**config.mk**
```make
export PLATFORM = sky130hd
export DESIGN_NAME = dft_octave_control
export DESIGN_NICKNAME = d
export VERILOG_FILES = /design/src/rtl/dft_octave_control.sv
export SDC_FILE = /design/constraint.sdc
export NUM_CORES = 1
export LEC_CHECK = 0
export CORE_MARGIN = 3
export CORE_UTILIZATION = 28
export CTS_CLUSTER_DIAMETER = 120
export DETAILED_ROUTE_END_ITERATION = 10
export PLACE_DENSITY = 0.45
export SETUP_SLACK_MARGIN = 0.05
export SLEW_MARGIN = 20
export SYNTH_ARGS = -nofsm -noshare
export SYNTH_HDL_FRONTEND = slang
export SYNTH_SLANG_ARGS = --single-unit
export TNS_END_PERCENT = 5
```
**constraint.sdc**
```tcl
create_clock -name clk -period 10 [get_ports clk]
set_input_delay 1 -clock clk [delete_from_list [all_inputs] [get_ports clk]]
set_output_delay 1 -clock clk [all_outputs]
set_load 0.02 [all_outputs]
```
**src/rtl/dft_octave_control.sv**
```systemverilog
`default_nettype none
// ============================================================================
// Module      : dft_octave_control
// Description : Sequencer and per-octave sample delay lines for a multi-octave
//               sliding DFT. Accepts one sample per handshake, stores it into
//               the octaves enabled by the decimation selector, then walks the
//               downstream arithmetic through every (octave, add/sub, bin)
//               slot with the selected octave's taps muxed out.
// Revision    : 1.0 - initial release
// ============================================================================
module dft_octave_control #(
  parameter int OCT  = 5,
  parameter int BINS = 24,
  parameter int N    = 16,
  parameter int SIZE = 8
) (
  input  logic                      clk,
  input  logic                      rst,
  input  logic                      sampleReady,
  input  logic signed [N-1:0]       newSample,
  output logic                      ready,
  output logic                      writeSample,
  output logic [$clog2(OCT)-1:0]    octave,
  output logic                      operation,
  output logic [$clog2(BINS)-1:0]   bin,
  output logic                      finishedProcessing,
  output logic [OCT-1:0]            enableOctaves,
  output logic signed [N-1:0]       sample0,
  output logic signed [N-1:0]       sample1,
  output logic signed [N-1:0]       oldestSample
);

  localparam int c_OW = $clog2(OCT);
  localparam int c_BW = $clog2(BINS);
  localparam int c_CW = OCT - 1;

  localparam logic [c_OW-1:0] c_LAST_OCT = c_OW'(OCT - 1);
  localparam logic [c_BW-1:0] c_LAST_BIN = c_BW'(BINS - 1);

  typedef enum logic [1:0] {
    S_IDLE    = 2'd0,
    S_WRITE   = 2'd1,
    S_PROCESS = 2'd2,
    S_DONE    = 2'd3
  } state_t;

  state_t            r_state;
  logic [c_CW-1:0]   r_sel;

  // Tap wires gathered from each octave's delay line
  logic [OCT-1:0][N-1:0] w_tap0;
  logic [OCT-1:0][N-1:0] w_tap1;
  logic [OCT-1:0][N-1:0] w_tapo;

  // Sequencer: IDLE -> WRITE -> PROCESS (all slots) -> DONE -> IDLE, outputs registered
  always_ff @(posedge clk) begin
    if (rst) begin
      r_state            <= S_IDLE;
      ready              <= 1'b1;
      writeSample        <= 1'b0;
      finishedProcessing <= 1'b0;
      octave             <= '0;
      bin                <= '0;
      operation          <= 1'b0;
    end else begin
      case (r_state)
        S_IDLE: begin
          if (sampleReady) begin
            r_state     <= S_WRITE;
            ready       <= 1'b0;
            writeSample <= 1'b1;
          end
        end
        S_WRITE: begin
          writeSample <= 1'b0;
          r_state     <= S_PROCESS;
        end
        S_PROCESS: begin
          if (bin == c_LAST_BIN) begin
            bin <= '0;
            if (operation) begin
              operation <= 1'b0;
              if (octave == c_LAST_OCT) begin
                octave             <= '0;
                finishedProcessing <= 1'b1;
                r_state            <= S_DONE;
              end else begin
                octave <= octave + 1'b1;
              end
            end else begin
              operation <= 1'b1;
            end
          end else begin
            bin <= bin + 1'b1;
          end
        end
        S_DONE: begin
          finishedProcessing <= 1'b0;
          ready              <= 1'b1;
          r_state            <= S_IDLE;
        end
        default: begin
          r_state            <= S_IDLE;
          ready              <= 1'b1;
          writeSample        <= 1'b0;
          finishedProcessing <= 1'b0;
          octave             <= '0;
          bin                <= '0;
          operation          <= 1'b0;
        end
      endcase
    end
  end

  // Decimation selector advances once per stored sample and wraps naturally
  always_ff @(posedge clk) begin
    if (rst) begin
      r_sel <= '0;
    end else if (writeSample) begin
      r_sel <= r_sel + 1'b1;
    end
  end

  // Octave k is enabled when the low k selector bits are all zero (every 2^k samples)
  generate
    for (genvar k = 0; k < OCT; k++) begin : g_en
      if (k == 0) begin : g_base
        assign enableOctaves[k] = 1'b1;
      end else begin : g_dec
        assign enableOctaves[k] = (r_sel[k-1:0] == '0);
      end
    end
  endgenerate

  // One independent shift register per octave, entry 0 newest
  generate
    for (genvar k = 0; k < OCT; k++) begin : g_oct
      logic signed [N-1:0] r_line [SIZE];

      // Shift in the new sample only on a write that enables this octave
      always_ff @(posedge clk) begin
        if (rst) begin
          for (int i = 0; i < SIZE; i++) r_line[i] <= '0;
        end else if (writeSample && enableOctaves[k]) begin
          r_line[0] <= newSample;
          for (int i = 1; i < SIZE; i++) r_line[i] <= r_line[i-1];
        end
      end

      assign w_tap0[k] = r_line[0];
      assign w_tap1[k] = r_line[1];
      assign w_tapo[k] = r_line[SIZE-1];
    end
  endgenerate

  // Combinational tap mux driven by the current octave index
  always_comb begin
    sample0      = '0;
    sample1      = '0;
    oldestSample = '0;
    for (int k = 0; k < OCT; k++) begin
      if (octave == c_OW'(k)) begin
        sample0      = w_tap0[k];
        sample1      = w_tap1[k];
        oldestSample = w_tapo[k];
      end
    end
  end

endmodule
`default_nettype wire

```
==> results.cfg <==
[cells_and_area]
n_fill_cell = 9203
post-route-util_pct = 33.09
num-nets-final = 1895
layout_common_cells = edfxtp_1, and3_1, and2_1, nor2b_1, a21oi_1
syn_to_final_growth_pct = 16.95
final_common_cell = edfxtp_1
drive_gt1_share_pct = 7.773
diodes = 0

[pwr]
ir_worst_vdd_mv = 0.1312
power_density_nw_per_um2 = 251.8
p_leak_nw = 11.81
finalPower_w = 0.007798

[route]
drc = 0
drt_iter0_markers = 1062
drt_first_pass_iters = 5
finalWirelength_um = 62420
antenna_left = 0
wl_per_cell_um = 19.69
vias = 14230
vias_per_cell = 4.488

[hold_path]
whs_path_depth = 1
hold_class = register to register

[clock_network]
clock_sinks = 658
worstSkewPairLatency_ns = 0.62
h-tree-depth = 3
cts_buffers = 73
cts_setup_buffers = 0
postCtsHoldBufs = 0
clk_pin_slew_ns = 0.06
cts_buffer_depth = 3
cts_tree = yes
cts_resized = 0
cts-root-buf = clkbuf_16

[synth]
synth_edf_count = 640
synth_seq_cells = 658
synth_fp_nets = 1867
synth_area_leaders = edfxtp_1, and3_1, and2_1, nor2b_1, a21oi_1
synth-warning-count = 0
ys_types = 40
synthArstFlopShare_pct = 0
syn_avg_cell_area_um2 = 14.43
syn_area_um2 = 26490
yosys.area.top_type = edfxtp_1
synth_top_area_share_pct = 72.56
yosysSeqAreaShare_pct = 73.92
synthCells = 1835
synth_flop_cell = edfxtp_1

[global_routing]
antenna_found_initial = 2
grt_max_degree = 116
grt_pass1_vias = 14380
grt_usage_pct = 12.60
grt-ovfl-total = 0
grt_pass1_wl_um = 93960

[sta]
slew_viol_final = 0
whs_ns = 0.5047
clock_skew_ns = 0.03309
period_share_pct = 51.96
clock.fmax_mhz = 192.5
relSlewSlack_pct = 28.90
setup_violations = 0
hold_violations = 0
worst_slew_pin_slew_ns = 1.067
rsz0062_at_grt = false
fin_tns_setup_ns = 0
finalCriticalPeriod_ns = 5.196

[critical_path]
cp_data_arrival_time_ns = 4.20
path_max_fanout = 53
critPathRequiredTime_ns = 9.00
r2r_cells = 9
cp-start-kind = register
crit_type = register to primary output
worstSetupEndpointType = primary output

[outcome]
status = finished, final reports clean

[floorplanning]
die_area_um2 = 98320
fp-row-count = 112
core_um2 = 93610
dieHeight_um = 313.6
die_w_um = 313.6
boundaryPins = 84
initial_utilization_pct = 28.29

[place]
gp_congestion = 0.9344
detailed_place_hpwl_um = 39140
io_buffer_count = 82

[flow_run]
maxCapViolCount = 0
## metal layers
metal / share of wire [%] / GRT usage (%) / routed length, um
met1: 47 / 17.83 / 29570
met2: 43 / 18.62 / 27140
met3: 5.9 / 3.421 / 3690
met4: 3.2 / 4.324 / 2024
met5: 0 / 0 / 0
## flip-flops by register name, summed over array words and instances (netlist names)
signal              count
g_oct.r_line          640
bin                     5
r_sel                   4
octave                  3
r_state                 2
finishedProcessing      1
operation               1
ready                   1
writeSample             1
## area by class of cell
class / count / area (um2) / share of cell area (%)
clock buffers: 90 / 1963 / 6.338
clock inverters: 39 / 488.0 / 1.575
inverters: 8 / 30.03 / 0.09695
multi-input cells: 1017 / 6335 / 20.45
flip-flops and latches: 658 / 19580 / 63.21
well taps: 1254 / 1569 / 5.065
repair buffers: 105 / 1011 / 3.264
## critical path, cell delays in order (launching register included)
cell and delay, ns:
dfxtp_1 0.42, inv_1 0.13, ha_2 0.20, buf_4 0.32, and2_4 0.47, nor2b_4 0.67
buf_4 0.44, a22oi_1 0.12, o21ai_0 0.14, clkdlybuf4s50_1 0.68
## synthesized netlist by cell type, drive strengths merged (2+ instances only)
cell / instances
nand2b: 5
and2: 193
edfxtp: 640
nand4: 4
o21ai: 48
nand3b: 49
ha: 13
o21bai: 2
buf: 29
dfxtp: 18
a21o: 2
nand3: 2
nand2: 55
nor2b: 164
xor2: 4
nor2: 19
clkbuf: 123
inv: 8
and3: 288
a22oi: 48
a21oi: 102
mux2i: 6
or2: 2
## where the power goes
part | switching, W | internal (W) | total, W
combinational | 0.000742 | 0.000317 | 0.00106
clock | 0.00108 | 0.00166 | 0.00274
sequential | 0.000233 | 0.00377 | 0.00400
total | 0.00205 | 0.00575 | 0.00780
## final timing paths
check / endpoint / start / slack [ns]
hold reg to reg: g_oct[4].r_line[1][18] / g_oct[4].r_line[1][2] / 0.50
setup / recovery: sample1[15] / octave[0] / 4.80
setup reg to reg: g_oct[4].r_line[0][22] / r_sel[0] / 5.28
hold / removal: g_oct[4].r_line[1][18] / g_oct[4].r_line[1][2] / 0.50
## cells by family after synthesis
logic type	count (synthesis)	synth area share [%]
flip-flops	658	73.92
buffers and inverters	160	2.466
AND/OR/NAND/NOR	787	18.19
multiplexers	6	0.2268
other	1	0.01416
AO/OA/AOI/OAI	205	4.398
XOR/XNOR	5	0.1653
adder cells (fa/ha/maj)	13	0.6141
## through the flow
stage | instances | cell area [um2] | worst slack (ns)
global route | 3171 | 30970 | 4.532
finish | 3171 | 30970 | 4.804
floorplan | 1835 | 26490 | 1.607
detailed placement | 3041 | 28500 | 4.989
global placement | 3041 | 28500 | 5.206
CTS | 3170 | 30950 | 4.308
Note: power is estimated with default switching activity, not from simulation.
